--- src/rtl/tid_stamp_fifo_if.sv ---
// Bus bundle for the tid-stamping request FIFO.
//
// Handshake semantics (the only place they are written down):
//   - Producer side: write_en is a push request. It is accepted on a rising
//     clk edge only when full is low at that edge; a push while full is
//     dropped and latches overflow_error.
//   - Consumer side: valid_out high means meta_out/tid_out hold the head
//     entry. read_en pops the head on a rising edge only when valid_out is
//     high at that edge; a read while empty latches underflow_error.
//   - full, almfull and valid_out depend only on registered occupancy, so
//     neither side sees a combinational path from its own inputs.
interface tid_stamp_fifo_if #(
  parameter int HDR_WIDTH   = 64,
  parameter int TID_WIDTH   = 32,
  parameter int DEPTH_BASE2 = 3
);
  logic                   write_en;
  logic [HDR_WIDTH-1:0]   meta_in;
  logic                   full;
  logic                   almfull;
  logic                   read_en;
  logic                   valid_out;
  logic [HDR_WIDTH-1:0]   meta_out;
  logic [TID_WIDTH-1:0]   tid_out;
  logic [DEPTH_BASE2:0]   count;
  logic                   overflow_error;
  logic                   underflow_error;

  // Producer/consumer environment side.
  modport master (
    output write_en, meta_in, read_en,
    input  full, almfull, valid_out, meta_out, tid_out, count,
           overflow_error, underflow_error
  );

  // FIFO side.
  modport slave (
    input  write_en, meta_in, read_en,
    output full, almfull, valid_out, meta_out, tid_out, count,
           overflow_error, underflow_error
  );
endinterface

--- src/rtl/tid_stamp_fifo.sv ---
// Request FIFO that stamps each accepted header with a wrapping transaction
// ID and presents {meta, tid} first-word-fall-through to a checker.
module tid_stamp_fifo #(
  parameter int HDR_WIDTH      = 64,
  parameter int TID_WIDTH      = 32,
  parameter int DEPTH_BASE2    = 3,
  parameter int ALMFULL_THRESH = 2
) (
  input logic             clk,
  input logic             rst_n,
  tid_stamp_fifo_if.slave bus
);
  localparam int DEPTH = 1 << DEPTH_BASE2;
  localparam logic [DEPTH_BASE2:0] C_DEPTH   = (DEPTH_BASE2+1)'(DEPTH);
  localparam logic [DEPTH_BASE2:0] C_ALMFULL = (DEPTH_BASE2+1)'(DEPTH - ALMFULL_THRESH);

  // Storage is deliberately not reset; only pointers and count are.
  logic [HDR_WIDTH-1:0]   r_meta_mem [DEPTH];
  logic [TID_WIDTH-1:0]   r_tid_mem  [DEPTH];
  logic [DEPTH_BASE2-1:0] r_wr_ptr;
  logic [DEPTH_BASE2-1:0] r_rd_ptr;
  logic [DEPTH_BASE2:0]   r_count;
  logic [TID_WIDTH-1:0]   r_tid_ctr;
  logic                   r_overflow;
  logic                   r_underflow;

  logic w_full;
  logic w_empty;
  logic w_push;
  logic w_pop;

  // Flags come from the pre-edge count, so a read on a full FIFO cannot
  // make room for a write in the same cycle.
  assign w_full  = (r_count == C_DEPTH);
  assign w_empty = (r_count == '0);
  assign w_push  = bus.write_en && !w_full;
  assign w_pop   = bus.read_en  && !w_empty;

  // Capture the header together with the tid it was stamped with.
  always_ff @(posedge clk) begin
    if (w_push) begin
      r_meta_mem[r_wr_ptr] <= bus.meta_in;
      r_tid_mem[r_wr_ptr]  <= r_tid_ctr;
    end
  end

  // Pointers and tid counter; tid advances only on accepted pushes.
  always_ff @(posedge clk or negedge rst_n) begin
    if (!rst_n) begin
      r_wr_ptr  <= '0;
      r_rd_ptr  <= '0;
      r_tid_ctr <= '0;
    end else begin
      if (w_push) begin
        r_wr_ptr  <= r_wr_ptr + 1'b1;
        r_tid_ctr <= r_tid_ctr + TID_WIDTH'(1);
      end
      if (w_pop) begin
        r_rd_ptr <= r_rd_ptr + 1'b1;
      end
    end
  end

  // Occupancy tracks push/pop; simultaneous push and pop cancel out.
  always_ff @(posedge clk or negedge rst_n) begin
    if (!rst_n) begin
      r_count <= '0;
    end else begin
      case ({w_push, w_pop})
        2'b10:   r_count <= r_count + 1'b1;
        2'b01:   r_count <= r_count - 1'b1;
        default: r_count <= r_count;
      endcase
    end
  end

  // Sticky misuse flags, cleared only by reset.
  always_ff @(posedge clk or negedge rst_n) begin
    if (!rst_n) begin
      r_overflow  <= 1'b0;
      r_underflow <= 1'b0;
    end else begin
      if (bus.write_en && w_full) begin
        r_overflow <= 1'b1;
      end
      if (bus.read_en && w_empty) begin
        r_underflow <= 1'b1;
      end
    end
  end

  // Head data is masked to zero while empty so the checker never sees stale
  // storage contents.
  assign bus.full            = w_full;
  assign bus.almfull         = (r_count >= C_ALMFULL);
  assign bus.valid_out       = !w_empty;
  assign bus.meta_out        = w_empty ? '0 : r_meta_mem[r_rd_ptr];
  assign bus.tid_out         = w_empty ? '0 : r_tid_mem[r_rd_ptr];
  assign bus.count           = r_count;
  assign bus.overflow_error  = r_overflow;
  assign bus.underflow_error = r_underflow;
endmodule

--- src/flat_wrapper.sv ---
// flat-port wrapper written by rule: the top's interface ports become plain ports
module tid_stamp_fifo_flat 
#(
  parameter int HDR_WIDTH      = 64,
  parameter int TID_WIDTH      = 32,
  parameter int DEPTH_BASE2    = 3,
  parameter int ALMFULL_THRESH = 2
)
  (clk, rst_n, bus_write_en, bus_meta_in, bus_read_en, bus_full, bus_almfull, bus_valid_out, bus_meta_out, bus_tid_out, bus_count, bus_overflow_error, bus_underflow_error);
  tid_stamp_fifo_if #(.HDR_WIDTH(HDR_WIDTH), .TID_WIDTH(TID_WIDTH), .DEPTH_BASE2(DEPTH_BASE2)) bus_i ();
  input logic clk;
  input logic rst_n;
  input wire logic [$bits(bus_i.write_en)-1:0] bus_write_en;
  input wire logic [$bits(bus_i.meta_in)-1:0] bus_meta_in;
  input wire logic [$bits(bus_i.read_en)-1:0] bus_read_en;
  output wire logic [$bits(bus_i.full)-1:0] bus_full;
  output wire logic [$bits(bus_i.almfull)-1:0] bus_almfull;
  output wire logic [$bits(bus_i.valid_out)-1:0] bus_valid_out;
  output wire logic [$bits(bus_i.meta_out)-1:0] bus_meta_out;
  output wire logic [$bits(bus_i.tid_out)-1:0] bus_tid_out;
  output wire logic [$bits(bus_i.count)-1:0] bus_count;
  output wire logic [$bits(bus_i.overflow_error)-1:0] bus_overflow_error;
  output wire logic [$bits(bus_i.underflow_error)-1:0] bus_underflow_error;
  assign bus_i.write_en = bus_write_en;
  assign bus_i.meta_in = bus_meta_in;
  assign bus_i.read_en = bus_read_en;
  assign bus_full = bus_i.full;
  assign bus_almfull = bus_i.almfull;
  assign bus_valid_out = bus_i.valid_out;
  assign bus_meta_out = bus_i.meta_out;
  assign bus_tid_out = bus_i.tid_out;
  assign bus_count = bus_i.count;
  assign bus_overflow_error = bus_i.overflow_error;
  assign bus_underflow_error = bus_i.underflow_error;
  tid_stamp_fifo #(.HDR_WIDTH(HDR_WIDTH), .TID_WIDTH(TID_WIDTH), .DEPTH_BASE2(DEPTH_BASE2), .ALMFULL_THRESH(ALMFULL_THRESH)) u_core (.clk(clk), .rst_n(rst_n), .bus(bus_i));
endmodule
--- config.mk ---
export PLATFORM = sky130hd
export DESIGN_NAME = tid_stamp_fifo_flat
export DESIGN_NICKNAME = d
export VERILOG_FILES = /design/src/rtl/tid_stamp_fifo_if.sv /design/src/rtl/tid_stamp_fifo.sv /design/src/flat_wrapper.sv
export SDC_FILE = /design/constraint.sdc
export NUM_CORES = 1
export LEC_CHECK = 0
export CORE_MARGIN = 5
export CORE_UTILIZATION = 45
export CTS_BUF_LIST = sky130_fd_sc_hd__clkbuf_8 sky130_fd_sc_hd__clkbuf_16
export DETAILED_ROUTE_END_ITERATION = 6
export PLACE_DENSITY = 0.67
export SLEW_MARGIN = 20
export SYNTH_ARGS = -nofsm -noshare
export SYNTH_HDL_FRONTEND = slang
export SYNTH_SLANG_ARGS = --single-unit
--- constraint.sdc ---
create_clock -name clk -period 24.2 [get_ports clk]
set_clock_uncertainty 0.15 [all_clocks]
set_input_delay 7.26 -clock clk [delete_from_list [all_inputs] [get_ports clk]]
set_output_delay 7.26 -clock clk [all_outputs]
set_load 0.05 [all_outputs]
# Word level (Yosys, flattened, before mapping)
# Memories as Yosys holds them, arrays and structs flattened.
# Index checks and enable logic that the tools add are counted.
totals:
  elab_cells: 30
  mem_bits_rw: 768
  reg_bits: 44
  output_inout_bits: 105
  memories: 2
classes:
  addsub: 5
  n_lt_le_gt_ge: 1
  eq_ne: 3
  reduce_logical: 8
  n_mux: 5
mem_list:
  columns: ["memory", "depth", "word_bits", "read_ports", "rd_ports_with_merged_regs", "write_ports", "line_no", "rtl"]
  rows:
  - ["u_core.r_meta_mem", 8, 64, 1, 0, 1, "tid_stamp_fifo.sv:18", "logic [HDR_WIDTH-1:0] r_meta_mem [DEPTH];"]
  - ["u_core.r_tid_mem", 8, 32, 1, 0, 1, "tid_stamp_fifo.sv:19", "logic [TID_WIDTH-1:0] r_tid_mem [DEPTH];"]
ops:
  columns: ["operator", "count"]
  rows:
  - ["64-bit two-way mux", 1]
  - ["32-bit by 1-bit adder with 32-bit output (second input constant)", 1]
  - ["32-bit two-way mux", 1]
  - ["4-bit case mux with 2 select lines", 1]
  - ["3-bit by 1-bit adder with 3-bit output (second input constant)", 2]
  - ["4-bit by 1-bit adder with 4-bit output (second input constant)", 1]
  - ["4-bit equality test (second input constant)", 1]
  - ["4-bit by 3-bit greater-or-equal comparator with 1-bit output (second input constant)", 1]
  - ["1-bit logical AND", 4]
  - ["4-bit logical NOT", 1]
  - ["4-bit by 1-bit subtractor with 4-bit output (second input constant)", 1]
  - ["2-bit by 1-bit equality test with 1-bit output (second input constant)", 1]
  - ["2-bit equality test (second input constant)", 1]
  - ["1-bit logical NOT", 2]
  - ["1-bit two-way mux", 2]
  - ["2-bit nonzero test", 1]

# Depth between registers and ports, before layout
# Gate-level depths: netlist of run 1.
logic_depth:
  word_depth: 5
  depth_mapped: 12
  mapped_depth_nobuf: 10

# Worst setup path after synthesis of run 1
# Ideal clock, no wire load.
synth_timing:
  path_kind: "input to register"
  startpoint: "input port bus_write_en"
  endpoint: "memory u_core.r_meta_mem[0][0], enable pin"
  setup_ps: 786
  arrival_ps: 16742
  n_path_buf: 1
  stages: 4
  path_slack_ps: 6522
  path_cell_list: "and2_1 > clkbuf_1 > inv_2 > nor4_1"
synth_via:
  elab_chain_cells: 3
synth_rtl:
  columns: ["item", "line_no", "rtl"]
  rows:
  - ["from (decl)", "flat_wrapper.sv:13", "input wire logic [$bits(bus_i.write_en)-1:0] bus_write_en;"]
  - ["1-bit logical AND", "tid_stamp_fifo.sv:36", "assign w_push = bus.write_en && !w_full;"]
  - ["1-bit two-way mux", "tid_stamp_fifo.sv:41", "if (w_push) begin"]
  - ["1-bit two-way mux (not written as such)", "tid_stamp_fifo.sv:42", "r_meta_mem[r_wr_ptr] <= bus.meta_in;"]
  - ["to (decl)", "tid_stamp_fifo.sv:18", null]
# No other way between the ends.

# Final worst setup path of run 1
layout_timing:
  startpoint: "register u_core.r_rd_ptr[1]"
  endpoint: "output port bus_tid_out[31]"
layout_via:
  elab_chain_cells: 2
layout_rtl:
  columns: ["item", "line_no", "rtl"]
  rows:
  - ["from (decl)", "tid_stamp_fifo.sv:21", "logic [DEPTH_BASE2-1:0] r_rd_ptr;"]
  - ["from (signal assigned)", "tid_stamp_fifo.sv:59", "r_rd_ptr <= r_rd_ptr + 1'b1;"]
  - ["memory read 8 x 32 bit", null, null]
  - ["32-bit two-way mux", "tid_stamp_fifo.sv:98", "assign bus.tid_out = w_empty ? '0 : r_tid_mem[r_rd_ptr];"]
  - ["to (decl)", "flat_wrapper.sv:20", "output wire logic [$bits(bus_i.tid_out)-1:0] bus_tid_out;"]
# No other way between the ends.

==> impl_metrics.py, run 1 <==
metrics = {
    "worst_hold_path": {
        "holdCritStartpoint": "u_core.bus.overflow_error$_DFFE_PN0P_",
        "worst_hold_path_type": "register to register",
        "hold_end": "u_core.bus.overflow_error$_DFFE_PN0P_",
        "holdPathStages": 1,
    },
    "sta": {
        "post-route-min-period_ps": 11630,
        "tns_ps": 0,
        "timing.fmax_mhz": 86.0,
        "setup_viol": 0,
        "final_max_slew_viol_count": 0,
        "grt_setup_unrepaired": "no",
        "slew_headroom_pct": 27.9,
        "hold_slack_ps": 303,
        "timing.final.crit_share_pct": 48.1,
        "worstMarginPinSlew_ps": 1080,
        "hold_violations": 0,
    },
    "power_and_ir_drop": {
        "switching_share_pct": 36.5,
        "p_seq_share_pct": 37.2,
        "cellLeakagePower_nw": 12.3,
        "switching_power_w": 0.00184,
        "pwr_density_cell_mw_per_mm2": 137,
        "ir_drop_mv": 0.122,
        "clkPwrFrac_pct": 24.6,
        "combPwrFrac_pct": 38.2,
        "p_int_w": 0.00320,
    },
    "final_layout": {
        "final_common_cell": "edfxtp_1",
        "final_cell_mix": "edfxtp_1, mux4_2, clkdlybuf4s50_1, nor2_1, mux2i_1",
        "drive_gt1_share_pct": 20.8,
        "syn_to_final_growth_pct": 18.0,
        "final_nets": 1705,
    },
    "place": {
        "gp_congestion": 0.689,
        "io_buffers": 172,
        "dpl.hpwl_mm": 33.9,
    },
    "floorplanning": {
        "fp.dieArea_mm2": 0.0745,
        "fp.coreArea_mm2": 0.0686,
        "die-height_um": 273,
        "io_pins": 173,
        "rows": 96,
        "start_util_pct": 45.4,
        "fp.dieW_um": 273,
    },
    "setup_path": {
        "reg2reg_depth": 5,
        "rr_endpoint": "u_core.r_meta_mem[3][43]$_DFFE_PP_",
        "worstPathArrival_ps": 4220,
        "timing.rr.start": "u_core.bus.count[1]$_DFFE_PN0P_",
        "r2r_setup_slack_ps": 20680,
        "cp.required_ps": 16790,
        "path_class": "register to output port",
        "crit_fanout": 62,
        "end_kind": "output port",
        "worst_setup_path_start_kind": "register",
    },
    "yosys": {
        "async_flop_share_pct": 5.42,
        "syn_nets": 1487,
        "syn_area_mm2": 0.0311,
        "synthFlopType": "edfxtp_1",
        "synth-edff-count": 768,
        "synth_cell_types": 37,
        "ys_seq_area_share_pct": 77.6,
        "synth_area_per_cell_um2": 22.0,
        "ys_ff_latch": 812,
        "syn_inst": 1413,
        "synth_warnings": 0,
    },
    "routing": {
        "wl_per_cell_um": 24.5,
        "drcViolationCount": 0,
        "firstDrtPassIters": 5,
        "drtAntennaViolNets": 0,
        "via_per_inst": 5.47,
        "dr_total_vias": 14400,
        "routed_wirelength_mm": 64.6,
        "first_iter_violations": 1112,
    },
    "clock_network": {
        "htree_levels": 3,
        "post_cts_buffers": 0,
        "clock_path_buffers": 3,
        "cts-resized-gates": 0,
        "tritoncts": "built",
        "clock-sinks": 812,
        "clk_latency_ps": 610,
        "clkTransAtPathRegs_ps": 60,
        "numCtsBuffers": 85,
        "cts-hold-fix-buffers": 0,
        "root_buffer": "clkbuf_16",
    },
    "grt": {
        "grt_usage_pct": 17.4,
        "first_global_vias": 15700,
        "grt_antenna_before_repair": 7,
        "grt_pass1_wl_mm": 98.1,
        "grt_max_degree": 103,
        "overflow": 0,
    },
    "outcome": {
        "status": "completed",
    },
    "run": {
        "maxCapViolCount": 0,
    },
}
layout make-up:
cell class                      instances  area [µm²]
Multi-Input combinational cell        526        6700
Clock buffer                           90        2210
Antenna cell                            3        7.51
Timing Repair Buffer                  202        1970
Fill cell                            5191       31900
Sequential cell                       812       24200
Tap cell                              931        1160
Clock inverter                         67         488
Inverter                                4        15.0
worst max-delay path by stage:
stage                                              to                      startpoint  slack [ps]  depth (start not counted)
finish                                bus_tid_out[31]  u_core.r_rd_ptr[1]$_DFFE_PN0P_       12570                          5
global route                          bus_tid_out[31]  u_core.r_rd_ptr[1]$_DFFE_PN0P_       12370                          5
CTS                                  bus_meta_out[39]  u_core.r_rd_ptr[1]$_DFFE_PN0P_       12350                          5
detailed placement                   bus_meta_out[39]  u_core.r_rd_ptr[1]$_DFFE_PN0P_       13020                          5
global placement                     bus_meta_out[39]  u_core.r_rd_ptr[1]$_DFFE_PN0P_       13030                          5
floorplan           u_core.r_meta_mem[0][0]$_DFFE_PP_                    bus_write_en        6520                          4
layer usage:
| layer | up-vias | global-route usage (%) | share of wire, % |
|---|---|---|---|
| met2 | 367 | 30.0 | 51 |
| li1 | 6264 | - | - |
| met1 | 7696 | 22.9 | 41 |
| met4 | 8 | 3.74 | 1.6 |
| met5 | - | 0 | 0.082 |
| met3 | 85 | 4.04 | 6.0 |
critical path, cell delays in order, from the launching register on:
cell and delay, ps:
dfrtp_4 1080, buf_4 820, mux4_2 350, mux2i_1 80, nor2_1 310, clkdlybuf4s50_1 900
Yosys cell counts, types with 3 or more instances:
library cell	instances	share of area, %
edfxtp_1	768	74
mux4_2	192	14
nor2_1	101	1.2
mux2i_1	96	3.1
dfrtp_1	44	3.5
clkbuf_1	29	0.35
buf_1	21	0.25
nand2_1	21	0.25
xnor2_1	20	0.56
xor2_1	20	0.56
buf_2	19	0.31
nand4_1	12	0.24
nor3_1	11	0.18
ha_1	6	0.24
and2_1	5	0.10
and3_1	5	0.10
and4_1	5	0.14
nand3_1	5	0.080
nor4_1	4	0.080
a21o_1	3	0.072
nor4_2	3	0.12
power by group through the flow:
stage / Sequential, W / Clock, W / Combinational (W)
floorplan: 0.00188 / 0 / 0.00136
global placement: 0.00190 / 0 / 0.00196
detailed placement: 0.00191 / 0 / 0.00196
CTS: 0.00188 / 0.00128 / 0.00197
global route: 0.00190 / 0.00134 / 0.00204
finish: 0.00188 / 0.00124 / 0.00193
flip-flops by register name (all words and copies together) (netlist names):
name / cells
u_core.r_rd_ptr: 3
u_core.bus.underflow_error: 1
u_core.r_meta_mem: 512
u_core.r_tid_mem: 256
u_core.r_wr_ptr: 3
u_core.r_tid_ctr: 32
u_core.bus.overflow_error: 1
u_core.bus.count: 4
logic make-up (layout without fill, tap and decap cells):
logic type / Yosys count / in the layout / share of synthesized area, %
AO/OA/AOI/OAI: 7 / 7 / 0.137
flip-flops: 812 / 812 / 77.6
buffers and inverters: 75 / 363 / 0.997
other: 0 / 3 / 0
AND/OR/NAND/NOR: 183 / 183 / 2.79
XOR/XNOR: 40 / 40 / 1.13
multiplexers: 290 / 290 / 17.1
adder cells (fa/ha/maj): 6 / 6 / 0.241
metrics by stage:
step	utilization [%]	cells	worst slack, ps	power [W]	cell area [µm²]
detailed placement	49.6	2475	13020	0.00387	34000
global placement	49.6	2474	13030	0.00385	34000
CTS	53.5	2632	12350	0.00513	36700
global route	53.5	2633	12370	0.00527	36700
floorplan	-	1413	6520	0.00325	31100
finish	53.6	2635	12570	0.00504	36700
No activity file was read; power rests on OpenSTA's default activity.
==> run 2: changes to the inputs <==
- clock period: 24.2 -> 11.7 ns (I/O delays scaled with it)
==> run 2 against run 1 <==
Effect of this change:
- routed wire length rose by 0.55%
- clock-buffer cell count decreased by 2
- design area is 0.25% lower
- critical path type unchanged
- critical endpoint is now bus_tid_out[0]
==> impl_metrics.py, run 2 (same netlist as run 1, synthesis figures left out) <==
metrics = {
    "routing": {
        "drcViolationCount": 0,
        "drtAntennaViolNets": 0,
        "firstDrtPassIters": 5,
        "wl_per_cell_um": 24.7,
        "first_iter_violations": 1191,
        "dr_total_vias": 14400,
        "routed_wirelength_mm": 65.0,
        "via_per_inst": 5.49,
    },
    "final_layout": {
        "drive_gt1_share_pct": 21.0,
        "fin_area_mm2": 0.0366,
        "reg_top3": "u_core.r_meta_mem: 512 flops, u_core.r_tid_mem: 256 flops, u_core.r_tid_ctr: 32 flops",
        "largest_register_ffs": 512,
        "regMostFlops": "u_core.r_meta_mem",
        "final_nets": 1705,
        "final_cell_mix": "edfxtp_1, mux4_2, clkdlybuf4s50_1, nor2_1, mux2i_1",
        "fillers": 5239,
        "fin_util_pct": 53.4,
        "syn_to_final_growth_pct": 17.7,
        "final_common_cell": "edfxtp_1",
    },
    "grt": {
        "grt_util_met2_pct": 29.7,
        "grt_use_met3_pct": 3.29,
        "use_met1_pct": 23.9,
        "grt_pass1_wl_mm": 98.4,
        "first_global_vias": 15600,
        "grt_usage_pct": 17.5,
        "grt-busiest-layer": "met2",
        "overflow": 0,
        "grt_max_degree": 73,
        "grt_antenna_before_repair": 3,
    },
    "sta": {
        "final_max_slew_viol_count": 0,
        "hold_violations": 0,
        "tns_ps": 0,
        "setup_viol": 0,
        "worstMarginPinSlew_ps": 1120,
        "grt_setup_unrepaired": "no",
        "slew_headroom_pct": 25.6,
        "timing.fmax_mhz": 126,
        "timing.final.crit_share_pct": 67.9,
        "post-route-min-period_ps": 7950,
        "hold_slack_ps": 309,
    },
    "setup_path": {
        "crit_buf_inv": 2,
        "path_cells": "buf_4 -> mux4_2 -> mux2i_1 -> nor2_1 -> clkdlybuf4s50_1",
        "worstPathArrival_ps": 4290,
        "slowest_delay_ps": 1060,
        "cp_top_family": "buffers and inverters",
        "crit_path_top_delay_cell": "dfrtp_4",
        "end_kind": "output port",
        "worst_setup_path_start_kind": "register",
        "cp.required_ps": 8040,
        "path_class": "register to output port",
        "crit_fanout": 62,
    },
    "power_and_ir_drop": {
        "ir_drop_mv": 0.278,
        "combPwrFrac_pct": 38.6,
        "p_seq_share_pct": 37.6,
        "p_int_w": 0.00653,
        "pwr_density_cell_mw_per_mm2": 282,
        "power_w": 0.0103,
        "switching_power_w": 0.00380,
        "switching_share_pct": 36.8,
        "cellLeakagePower_nw": 12.3,
        "clkPwrFrac_pct": 23.8,
    },
    "place": {
        "dpl.hpwl_mm": 34.4,
        "gp_congestion": 0.707,
        "placedInstanceArea_mm2": 0.0340,
        "io_buffers": 172,
    },
    "clock_network": {
        "post_cts_buffers": 0,
        "cts-resized-gates": 0,
        "numCtsBuffers": 83,
        "root_buffer": "clkbuf_16",
        "htree_levels": 3,
        "clk_latency_ps": 630,
        "clock_path_buffers": 3,
        "clkTransAtPathRegs_ps": 60,
        "cts-hold-fix-buffers": 0,
        "tritoncts": "built",
        "clock-sinks": 812,
    },
    "floorplanning": {
        "rows": 96,
        "start_util_pct": 45.4,
        "fp.dieArea_mm2": 0.0745,
        "fp.dieW_um": 273,
        "io_pins": 173,
        "die-height_um": 273,
        "fp.coreArea_mm2": 0.0686,
    },
    "outcome": {
        "status": "completed",
    },
    "worst_hold_path": {
        "worst_hold_path_type": "register to register",
    },
    "run": {
        "maxCapViolCount": 0,
    },
}
run 2: cell count changes in the layout (fill, tap and decap cells not counted), sizes merged:
cell      before  now
diode          3    2
clkinv        27   32
buf           31   33
clkinvlp       2    3
bufinv         5    2
clkbuf        90   88
inv           37   30
run 2: metrics by stage:
step           setup slack [ps]  instances
6_report                   3750       2630
3_3_place_gp               4280       2476
4_1_cts                    3560       2627
2_1_floorplan               368       1413
5_1_grt                    3570       2628
3_5_place_dp               4270       2476
run 2: path summary, 6_finish.rpt:
kind	startpoint	end	slack [ps]	cells past startpoint
max	u_core.r_rd_ptr[1]$_DFFE_PN0P_	bus_tid_out[0]	3750	5
min reg2reg	u_core.bus.overflow_error$_DFFE_PN0P_	u_core.bus.overflow_error$_DFFE_PN0P_	310	1
max reg2reg	u_core.bus.count[1]$_DFFE_PN0P_	u_core.r_meta_mem[5][25]$_DFFE_PP_	8270	5
min in group asynchronous	rst_n	u_core.r_tid_ctr[23]$_DFFE_PN0P_	2840	2
min	u_core.bus.overflow_error$_DFFE_PN0P_	u_core.bus.overflow_error$_DFFE_PN0P_	310	1
max in group asynchronous	rst_n	u_core.r_rd_ptr[2]$_DFFE_PN0P_	8040	2
run 2: power groups by stage:
stage	Clock (W)	Sequential [W]	Combinational, W
floorplan	0	0.00389	0.00282
global placement	0	0.00396	0.00402
detailed placement	0	0.00399	0.00402
CTS	0.00253	0.00393	0.00403
global route	0.00265	0.00393	0.00423
finish	0.00246	0.00389	0.00399
run 2: final cells by class:
class / count / area [µm²] / share of cell area, %
Clock buffer: 88 / 2160 / 5.89
Inverter: 4 / 15.0 / 0.0410
Antenna cell: 2 / 5.00 / 0.0137
Sequential cell: 812 / 24200 / 66.0
Timing Repair Buffer: 204 / 1990 / 5.43
Clock inverter: 63 / 423 / 1.15
Tap cell: 931 / 1160 / 3.18
Multi-Input combinational cell: 526 / 6710 / 18.3
run 2: routing by layer:
metal	up-vias	wire, µm
met1	7723	27500
met5	-	13
li1	6259	-
met3	77	3360
met2	376	33100
met4	2	973
==> run 3: changes to the inputs <==
- clock period: 11.7 -> 7.76 ns (I/O delays scaled with it)
==> run 3 against run 2 <==
Effect of this change:
- die area stayed put
- clock-buffer cell count is the same
- combinational power rose by 51%
- sequential share of layout area fell by 0.41 points
- total power is 53% higher
- hold slack got worse by 6.2 ps
- critical path type unchanged
- largest cell class unchanged
- highest routed layer unchanged
==> impl_metrics.py, run 3 (same netlist as run 1, synthesis figures left out) <==
metrics = {
    "setup_path": {
        "slowest_delay_ps": 1090,
        "worst_setup_path_start_kind": "register",
        "path_class": "register to output port",
        "crit_buf_inv": 2,
        "reg2reg_depth": 11,
        "path_cells": "buf_4 -> mux4_2 -> mux2i_1 -> nor2_1 -> clkdlybuf4s50_1",
        "cp.required_ps": 5280,
        "crit_fanout": 64,
        "cp_top_family": "buffers and inverters",
        "timing.rr.start": "u_core.bus.count[1]$_DFFE_PN0P_",
        "crit_path_top_delay_cell": "dfrtp_4",
        "rr_endpoint": "u_core.bus.count[2]$_DFFE_PN0P_",
        "end_kind": "output port",
        "worstPathArrival_ps": 3800,
        "r2r_setup_slack_ps": 4090,
    },
    "worst_hold_path": {
        "worst_hold_path_type": "register to register",
        "holdCritStartpoint": "u_core.bus.underflow_error$_DFFE_PN0P_",
        "holdPathStages": 1,
        "hold_end": "u_core.bus.underflow_error$_DFFE_PN0P_",
    },
    "sta": {
        "post-route-min-period_ps": 6280,
        "slew_headroom_pct": 28.7,
        "timing.fmax_mhz": 159,
        "hold_slack_ps": 303,
        "hold_violations": 0,
        "timing.final.crit_share_pct": 80.9,
        "worstMarginPinSlew_ps": 1070,
        "final_max_slew_viol_count": 0,
        "grt_setup_unrepaired": "no",
        "tns_ps": 0,
        "setup_viol": 0,
    },
    "final_layout": {
        "fin_util_pct": 53.8,
        "syn_to_final_growth_pct": 18.5,
        "drive_gt1_share_pct": 22.3,
        "seqCellArea_mm2": 0.0242,
        "final_common_cell": "edfxtp_1",
        "regMostFlops": "u_core.r_meta_mem",
        "fillers": 5163,
        "multi_input_area_mm2": 0.00672,
        "reg_top3": "u_core.r_meta_mem: 512 flops, u_core.r_tid_mem: 256 flops, u_core.r_tid_ctr: 32 flops",
        "final_nets": 1713,
        "final_cell_mix": "edfxtp_1, mux4_2, clkdlybuf4s50_1, nor2_1, mux2i_1",
        "largest_register_ffs": 512,
        "fin_area_mm2": 0.0369,
    },
    "floorplanning": {
        "start_util_pct": 45.4,
        "die-height_um": 273,
        "io_pins": 173,
        "fp.coreArea_mm2": 0.0686,
        "rows": 96,
        "fp.dieW_um": 273,
        "fp.dieArea_mm2": 0.0745,
    },
    "grt": {
        "grt_max_degree": 65,
        "grt_antenna_before_repair": 9,
        "overflow": 0,
        "grt_usage_pct": 17.6,
        "grt_pass1_wl_mm": 99.5,
        "first_global_vias": 15700,
    },
    "clock_network": {
        "clk_latency_ps": 610,
        "clock-sinks": 812,
        "cts-hold-fix-buffers": 0,
        "cts-resized-gates": 0,
        "root_buffer": "clkbuf_16",
        "tritoncts": "built",
        "clock_path_buffers": 3,
        "numCtsBuffers": 85,
        "clkTransAtPathRegs_ps": 60,
        "post_cts_buffers": 0,
        "htree_levels": 3,
    },
    "power_and_ir_drop": {
        "power_w": 0.0158,
        "cellLeakagePower_nw": 12.3,
        "pwr_density_cell_mw_per_mm2": 429,
        "ir_drop_mv": 0.399,
    },
    "routing": {
        "via_per_inst": 5.51,
        "dr_total_vias": 14600,
        "drcViolationCount": 0,
        "drtAntennaViolNets": 0,
        "first_iter_violations": 1175,
        "firstDrtPassIters": 5,
        "wl_per_cell_um": 24.7,
        "routed_wirelength_mm": 65.3,
    },
    "place": {
        "placedInstanceArea_mm2": 0.0341,
        "io_buffers": 172,
        "dpl.hpwl_mm": 35.1,
        "gp_congestion": 0.692,
    },
    "outcome": {
        "status": "completed",
    },
    "run": {
        "maxCapViolCount": 0,
    },
}
[run 3: cell types whose count changed in the layout (fill, tap and decap cells not counted), moves of 3 or more]
| cell | delta |
|---|---|
| buf_12 | +4 |
| buf_4 | +3 |
| bufinv_16 | +4 |
| clkinv_1 | -6 |
| clkinv_2 | +10 |
| clkinv_4 | +5 |
| diode_2 | +3 |
| inv_1 | -7 |
[run 3: power by group]
group	internal, W	leakage, nW	switching [W]	total (W)
Combinational	0.00230	3.32	0.00371	0.00601
Clock	0.00225	1.39	0.00164	0.00388
Sequential	0.00549	7.63	0.000428	0.00592
Total	0.0100	12.3	0.00577	0.0158
[run 3: how the worst max path moves through the flow]
stage,start,to,slack [ps],depth (start not counted)
final,u_core.r_rd_ptr[1]$_DFFE_PN0P_,bus_meta_out[14],1480,5
after global routing,u_core.r_rd_ptr[1]$_DFFE_PN0P_,bus_tid_out[0],1240,5
after CTS,u_core.r_rd_ptr[1]$_DFFE_PN0P_,bus_tid_out[0],1400,5
after detailed placement,u_core.r_rd_ptr[1]$_DFFE_PN0P_,bus_tid_out[0],2070,5
after global placement,u_core.r_rd_ptr[1]$_DFFE_PN0P_,bus_tid_out[0],2060,5
after floorplan,bus_write_en,u_core.r_meta_mem[2][0]$_DFFE_PP_,-2390,4
[run 3: stage by stage]
stage,setup WS [ps],cells
3_5_place_dp,2070,2483
6_report,1480,2645
2_1_floorplan,-2390,1413
4_1_cts,1400,2640
3_3_place_gp,2060,2483
5_1_grt,1240,2640
[run 3: layer usage]
metal | part of all wire, % | GRT usage (%) | vias to the layer above
li1 | - | - | 6295
met1 | 42 | 23.8 | 7793
met2 | 51 | 29.8 | 393
met3 | 6.0 | 4.00 | 92
met4 | 1.6 | 3.62 | 8
met5 | 0.063 | 0 | -
[run 3: worst register-to-register path, cell delays in order (launching register included)]
cell,delay [ps]
dfrtp_1,500
nor4_4,840
buf_4,530
inv_1,100
and2_1,260
ha_1,300
xor2_1,170
ha_1,190
a21oi_1,140
xor2_1,160
nor2_1,60
xor2_1,140
[run 3: final cells by class]
| cell class | instances | share of cell area (%) |
|---|---|---|
| diodes | 5 | 0.0339 |
| clock buffers | 88 | 5.91 |
| clock inverters | 69 | 1.46 |
| inverters | 4 | 0.0407 |
| multi-input cells | 526 | 18.2 |
| flip-flops and latches | 812 | 65.6 |
| well taps | 931 | 3.16 |
| repair buffers | 210 | 5.60 |
